### src/rtl/regfile_wb_pkg.sv
// rtl/regfile_wb_pkg.sv - default parameters and request record for the write-back arbiter
package regfile_wb_pkg;

  localparam int NUM_REQ_DEF    = 3;
  localparam int DATA_WIDTH_DEF = 64;
  localparam int ADDR_WIDTH_DEF = 5;
  localparam int STAT_WIDTH_DEF = 16;

  // Sized to the defaults; narrower instances zero-extend into it.
  typedef struct packed {
    logic [ADDR_WIDTH_DEF-1:0] addr;
    logic [DATA_WIDTH_DEF-1:0] data;
  } wb_req_t;

endpackage

### src/rtl/rr_priority_picker.sv
// rtl/rr_priority_picker.sv - first set request at or after start, wrapping; one-hot grant plus index
module rr_priority_picker #(
  parameter int N     = 3,
  parameter int IDX_W = (N > 1) ? $clog2(N) : 1
) (
  input  logic [N-1:0]     req,
  input  logic [IDX_W-1:0] start,
  output logic [N-1:0]     grant,
  output logic [IDX_W-1:0] idx
);

  always_comb begin
    int  c;
    logic found;
    grant = '0;
    idx   = '0;
    found = 1'b0;
    c     = 0;
    for (int i = 0; i < N; i++) begin
      c = int'(start) + i;
      if (c >= N) c = c - N;
      if (!found && req[IDX_W'(c)]) begin
        found              = 1'b1;
        grant[IDX_W'(c)]   = 1'b1;
        idx                = IDX_W'(c);
      end
    end
  end

endmodule

### src/rtl/regfile_wb_arbiter.sv
// rtl/regfile_wb_arbiter.sv - register-file write-port arbiter; WB_ARB_RR_EN selects round-robin over fixed priority
module regfile_wb_arbiter
  import regfile_wb_pkg::*;
#(
  parameter int NUM_REQ    = NUM_REQ_DEF,
  parameter int DATA_WIDTH = DATA_WIDTH_DEF,
  parameter int ADDR_WIDTH = ADDR_WIDTH_DEF,
  parameter int STAT_WIDTH = STAT_WIDTH_DEF
) (
  input  logic                          i_clk,
  input  logic                          i_arst_n,
  input  logic                          i_stall,
  input  logic [NUM_REQ-1:0]            i_req_valid,
  input  logic [NUM_REQ*ADDR_WIDTH-1:0] i_req_addr,
  input  logic [NUM_REQ*DATA_WIDTH-1:0] i_req_data,
  output logic [NUM_REQ-1:0]            o_req_ready,
  output logic                          o_write_en_3,
  output logic [ADDR_WIDTH-1:0]         o_addr_3,
  output logic [DATA_WIDTH-1:0]         o_write_data_3,
  output logic [STAT_WIDTH-1:0]         o_conflict_cnt
);

  localparam int IDX_W = $clog2(NUM_REQ);

  wb_req_t              req [NUM_REQ];
  wb_req_t              sel;
  wb_req_t              wb_q;
  logic                 wb_en_q;
  logic [NUM_REQ-1:0]   req_mask;
  logic [NUM_REQ-1:0]   grant;
  logic [IDX_W-1:0]     grant_idx;
  logic [IDX_W-1:0]     start_ptr;
  logic                 xfer;
  logic                 conflict;
  logic [STAT_WIDTH-1:0] conflict_cnt_q;

  for (genvar k = 0; k < NUM_REQ; k++) begin : g_unpack
    assign req[k].addr = ADDR_WIDTH_DEF'(i_req_addr[k*ADDR_WIDTH +: ADDR_WIDTH]);
    assign req[k].data = DATA_WIDTH_DEF'(i_req_data[k*DATA_WIDTH +: DATA_WIDTH]);
  end

  assign req_mask = i_stall ? '0 : i_req_valid;

  rr_priority_picker #(
    .N     (NUM_REQ),
    .IDX_W (IDX_W)
  ) u_picker (
    .req   (req_mask),
    .start (start_ptr),
    .grant (grant),
    .idx   (grant_idx)
  );

  assign o_req_ready = grant;
  assign xfer        = |grant;
  assign sel         = req[grant_idx];
  // Two or more bits set: clearing the lowest set bit leaves something behind.
  assign conflict    = !i_stall && ((i_req_valid & (i_req_valid - 1'b1)) != '0);

`ifdef WB_ARB_RR_EN
  logic [IDX_W-1:0] rr_ptr_q;

  always_ff @(posedge i_clk or negedge i_arst_n) begin
    if (!i_arst_n) begin
      rr_ptr_q <= '0;
    end else if (xfer) begin
      rr_ptr_q <= (grant_idx == IDX_W'(NUM_REQ-1)) ? '0 : grant_idx + 1'b1;
    end
  end

  assign start_ptr = rr_ptr_q;
`else
  assign start_ptr = '0;
`endif

  // x0 writes finish the handshake but leave the write port and its last value alone.
  always_ff @(posedge i_clk or negedge i_arst_n) begin
    if (!i_arst_n) begin
      wb_en_q <= 1'b0;
      wb_q    <= '0;
    end else begin
      wb_en_q <= 1'b0;
      if (xfer && (sel.addr != '0)) begin
        wb_en_q <= 1'b1;
        wb_q    <= sel;
      end
    end
  end

  always_ff @(posedge i_clk or negedge i_arst_n) begin
    if (!i_arst_n) begin
      conflict_cnt_q <= '0;
    end else if (conflict && (conflict_cnt_q != '1)) begin
      conflict_cnt_q <= conflict_cnt_q + 1'b1;
    end
  end

  assign o_write_en_3   = wb_en_q;
  assign o_addr_3       = wb_q.addr[ADDR_WIDTH-1:0];
  assign o_write_data_3 = wb_q.data[DATA_WIDTH-1:0];
  assign o_conflict_cnt = conflict_cnt_q;

endmodule

### config.mk
export PLATFORM = sky130hd
export DESIGN_NAME = regfile_wb_arbiter
export DESIGN_NICKNAME = d
export VERILOG_FILES = /design/src/rtl/regfile_wb_pkg.sv /design/src/rtl/rr_priority_picker.sv /design/src/rtl/regfile_wb_arbiter.sv
export SDC_FILE = /design/constraint.sdc
export NUM_CORES = 1
export LEC_CHECK = 0
export CORE_MARGIN = 2
export CORE_UTILIZATION = 35
export DETAILED_ROUTE_END_ITERATION = 16
export PLACE_DENSITY = 0.9
export SLEW_MARGIN = 20
export SYNTH_ARGS = -nofsm -noshare
export SYNTH_HDL_FRONTEND = slang
export SYNTH_SLANG_ARGS = --single-unit
### constraint.sdc
create_clock -name i_clk -period 2 [get_ports i_clk]
set_input_delay 0.4 -clock i_clk [delete_from_list [all_inputs] [get_ports i_clk]]
set_output_delay 0.4 -clock i_clk [all_outputs]
set_load 0.02 [all_outputs]
Yosys cells after proc, flatten, opt, wreduce, memory -nomap -nowiden
Index checks and enable logic that the tools add are counted.
{ "word_totals": {"latch_bits": 0, "mem_count": 0, "ram_bits": 0, "ff_bits": 86, "rom_bits": 0} }
{ "classes": {"n_eq_ne": 1, "div": 0, "multipliers": 0, "magnitude_cmp": 1, "shifts": 0, "n_bitwise": 2, "muxes": 9, "reduce_logical": 9, "addsub": 2} }
{ "op_table": {"columns": ["op", "n"], "rows": [
  ["$bmux W69 S2", 1],
  ["$mux W69", 2],
  ["$add A16 B1 Y16 const B", 1],
  ["$ne A16 B16 Y1 const B", 1],
  ["$reduce_bool A5 Y1", 1],
  ["$logic_and A1 B1 Y1", 4],
  ["$mux W1", 4],
  ["$mux W2", 2],
  ["$and A3 B3 Y3", 1],
  ["$ge A3 B3 Y1 const B", 1],
  ["$not A2 Y3", 1],
  ["$reduce_bool A3 Y1", 1],
  ["$reduce_or A3 Y1", 1],
  ["$sub A3 B1 Y3 const B", 1],
  ["$logic_not A1 Y1", 2]
]} }

Logic depth before layout (Yosys ltp)
{ "depth": {"word_depth": 12, "mapped_depth": 6, "mapped_depth_nobuf": 5} }

Modules after synthesis
From an unflattened synthesis, not the netlist that was laid out.
{ "hier_totals": {"cells_unflattened": 494, "area_unflattened_um2": 5317.6} }
{ "modules_own_cells": {"columns": ["module", "area_per_inst_um2", "n_inst", "seq_area_each_um2", "cells_per_inst"], "rows": [
  ["regfile_wb_arbiter", 5026.1, 1, 2152.1, 454],
  ["rr_priority_picker", 291.5, 1, 0.0, 40]
]} }

Worst setup path before layout
OpenSTA, ideal clock, no wires.
{ "synth_timing": {"kind": "input to register", "start": "input i_req_valid[0]", "end": "register wb_q (netlist bit o_write_data_3[10])", "path_slack_ps": 53, "path_buffers": 2, "stages": 6, "arrival_time_ps": 1822, "setup_ps": 125, "cell_sequence": "nor3b_2 > mux2_2 > a21oi_2 > buf_6 > buf_6 > mux2_4"} }
{ "synth_between": {"elab_chain_len": 11, "elab_cells_between_ends": 14, "classes_between": "mux (8); bitwise (1); reduce/logical (5)"} }
{ "synth_lines": {"columns": ["element", "line_no", "rtl"], "rows": [
  ["start, declared", "regfile_wb_arbiter.sv:13", "input logic [NUM_REQ-1:0] i_req_valid,"],
  ["$mux W2 *", "regfile_wb_arbiter.sv:42", "assign req_mask = i_stall ? '0 : i_req_valid;"],
  ["$mux W1", "rr_priority_picker.sv:22", "if (!found && req[IDX_W'(c)]) begin"],
  ["$logic_not A1 Y1", "rr_priority_picker.sv:22", null],
  ["$logic_and A1 B1 Y1", "rr_priority_picker.sv:22", null],
  ["$mux W1", "rr_priority_picker.sv:22", null],
  ["$not A2 Y3 (not written as such)", "regfile_wb_arbiter.sv:56", "assign sel = req[grant_idx];"],
  ["$bmux W69 S2", "regfile_wb_arbiter.sv:56", null],
  ["$mux W69 (not written as such) (2 in series)", "regfile_wb_arbiter.sv:56", null],
  ["$reduce_bool A5 Y1", "regfile_wb_arbiter.sv:83", "if (xfer && (sel.addr != '0)) begin"],
  ["$logic_and A1 B1 Y1", "regfile_wb_arbiter.sv:83", null],
  ["end signal, assigned", "regfile_wb_arbiter.sv:85", "wb_q <= sel;"],
  ["end, declared", "regfile_wb_arbiter.sv:27", "wb_req_t wb_q;"]
]} }
Mark *: on every way between the ends. The rest lies on a longest branch, timed or not. The select of a mux whose other input is x is not followed.
A chain may end at the register's enable or synchronous reset.

Worst setup path in the final report
{ "layout_timing": {"start": "input i_req_valid[0]", "end": "register wb_q (netlist bit o_write_data_3[62])"} }
The elaborated chain is that of the path after synthesis.

==> flow_summary.toml <==
[run_status]
status = "completed"

[placement]
portBuffers = 231
placed_area_mm2 = 0.00715
dp_cells = 735
routabilityCongestion = 0.801
dp_hpwl_mm = 10.0

[timing]
period_needed_ps = 1920
fin_crit_sh_pct = 95.8
tightest_slew_ps = 537
hold_ws_ps = 38.8
rsz0062_at_grt = "false"
clock_skew_ps = 5.22
fmax_mhz = 522
hold_viol_final = 0
relSlewSlack_pct = 64.2
drv_slew = 0
setup_viol = 0

[worst_setup_path]
critPathArrivalTime_ps = 2130
slowest_delay_ps = 350
criticalPathCategory = "in2reg"
crit_fanout = 6
worstSetupStartpoint = "i_req_valid[0]"
crit_slowest_cell = "mux2_4"
critPathTopFamily = "multiplexers"
cp.required_ps = 2210
crit_path_cell_trace = "clkbuf_2, nor3b_4, mux2_4, a21oi_4, buf_12, buf_8, bufbuf_16, mux2_2"
r2r_start = "o_conflict_cnt[8]"
end_kind = "flop"
path_buf_inv = 4
r2r_slack_ps = 250
cp-start-kind = "primary input"

[routing]
postRouteAntennaNets = 0
dr.pass1.iters = 4
drt-total-wl_mm = 13.2
wl_per_cell_um = 17.5
via_per_inst = 4.84
drc_errors = 0
vias = 3656
drtIter0Drc = 139

[floorplan]
ios = 302
die-area_mm2 = 0.0136
die_height_um = 116
die_x_um = 116
rows = 41
start_util_pct = 35.5
coreArea_mm2 = 0.0125

[global_route]
grt_pass1_wl_mm = 19.6
grt_max_degree = 50
overflow = 0
track_usage_pct = 19.0
grt_pass1_vias = 3853
antenna_found_initial = 0

[clock_tree]
cts_tree = "yes"
cts_root_buf = "clkbuf_16"
h-tree-depth = 3
clock_sinks = 86
clk_pin_slew_worst_paths_ps = 60
insertion_delay_ps = 330
ctsHoldBuffers = 0
clockBufferDepth = 2
cts_buffers = 9

[power]
power.leakage_nw = 3.20
pwr-share-comb_pct = 34.4
clkPwrFrac_pct = 28.3
p_int_mw = 4.33
p_sw_mw = 1.76
powerDensity_mw_per_mm2 = 803
vdd_drop_max_v = 0.000607
seqPwrFrac_pct = 37.2
switching_share_pct = 28.9
power_mw = 6.09

[synth]
seq_area_frac_synth_pct = 48.6
synth_area_mm2 = 0.00442
synth_edf_count = 0
synthDistinctLibCells = 40
ys_ff_latch = 86
syn_avg_cell_area_um2 = 13.9
synth_top_flop_cell = "dfrtp_1"
synth_fp_nets = 532
yosys_warnings = 0
synthCells = 318
synthArstFlopShare_pct = 100

[final_layout]
layout.cells.non_filler = 756
area_growth_pct = 71.5
drive_above_1_share_pct = 33.2
diodes = 0
fin_nets = 794
fill_cells = 990
stdcell_area_mm2 = 0.00759
post-route-util_pct = 60.9

[hold_path]
min_path_type = "in2async"

[flow_run]
cap_violations = 0
[repair_timing]
action                     4_1_cts  5_1_grt
pin swaps                        3        2
setup buffers                    4        0
cloned                           2        0
setup endpoints to repair       65       38
gates resized for setup         20        8
[metal layers]
layer	vias to the layer above	GRT usage [%]	part of all wire (%)
li1	1692	-	-
met1	1771	20.9	38
met2	164	34.9	52
met3	29	4.36	7.6
met4	0	8.02	2.7
met5	-	0	0
[sequential cells by signal, summed over array words and instances (netlist names)]
name            cells
o_write_en_3        1
o_addr_3            5
o_write_data_3     64
o_conflict_cnt     16
[metrics by stage]
step	setup slack [ps]	setup TNS, ps
3_3_place_gp	-471	-31180
6_report	83.7	0
2_1_floorplan	52.7	0
4_1_cts	2.36	0
3_5_place_dp	-522	-35490
5_1_grt	34.8	0
[path summary, 6_finish.rpt]
check / endpoint / depth (start not counted)
max in group asynchronous: o_write_data_3[26] / 2
setup reg to reg: o_conflict_cnt[1] / 4
hold / removal: o_write_data_3[17] / 1
hold reg to reg: o_write_data_3[36] / 1
min in group i_clk: o_write_data_3[36] / 1
setup / recovery: o_write_data_3[62] / 8
[synthesized netlist by cell type, types with 3 or more instances]
master | number | area [um^2]
o211ai_1 | 3 | 22.5
mux2_2 | 101 | 1140
mux2i_1 | 5 | 50.1
mux2_4 | 30 | 450
a211oi_1 | 5 | 37.5
a31oi_1 | 4 | 25.0
nor4_1 | 4 | 25.0
nor3_1 | 3 | 15.0
xor2_1 | 9 | 78.8
dfrtp_1 | 86 | 2150
nand3_1 | 7 | 35.0
inv_1 | 4 | 15.0
nand2_1 | 10 | 37.5
buf_6 | 4 | 45.0
buf_2 | 11 | 55.1
[cell usage in the layout (no fill, tap or decap), types with 3 or more instances in the layout]
master           instances
nand2_1                 10
clkbuf_2                 3
buf_4                   29
buf_12                   6
clkinv_2                 3
a211oi_1                 5
xor2_1                   9
dlymetal6s2s_1           4
a31oi_1                  4
o211ai_1                 3
nor3_1                   3
dfrtp_1                 86
inv_1                    4
mux2i_1                  4
mux2_2                 100
nand3_1                  7
mux2_4                  31
dlygate4sd2_1            6
clkdlybuf4s50_1        217
clkbuf_16                9
[power groups by stage]
stage | logic [mW] | registers [mW] | clock network, mW
2_1_floorplan | 0.575 | 2.62 | 0
3_3_place_gp | 2.01 | 2.27 | 0
3_5_place_dp | 2.06 | 2.29 | 0
4_1_cts | 2.11 | 2.27 | 1.78
5_1_grt | 2.20 | 2.30 | 1.85
6_report | 2.10 | 2.27 | 1.73
[kinds of logic (layout without fill, tap and decap cells)]
group                      count (synthesis)  after routing  share of synthesized area [%]
xor gates and xnor gates                  11             11                           2.18
buffers and inverters                     22            288                           2.94
muxes                                    136            136                           37.0
adders and majority gates                  2              2                          0.509
and+or+nand+nor                           37             37                           4.86
DFF                                       86             86                           48.6
AOI/OAI and AO/OA                         23             23                           3.76
other                                      1              1                         0.0848
[final cells by class]
cell class / instances / area, um^2 / share of cell area (%)
Tap cell: 172 / 215 / 2.84
Clock buffer: 10 / 229 / 3.02
Clock inverter: 5 / 75.1 / 0.989
Timing Repair Buffer: 269 / 2720 / 35.8
Inverter: 4 / 15.0 / 0.198
Multi-Input combinational cell: 210 / 2180 / 28.8
Sequential cell: 86 / 2150 / 28.4
No activity file was read; power rests on OpenSTA's default activity.
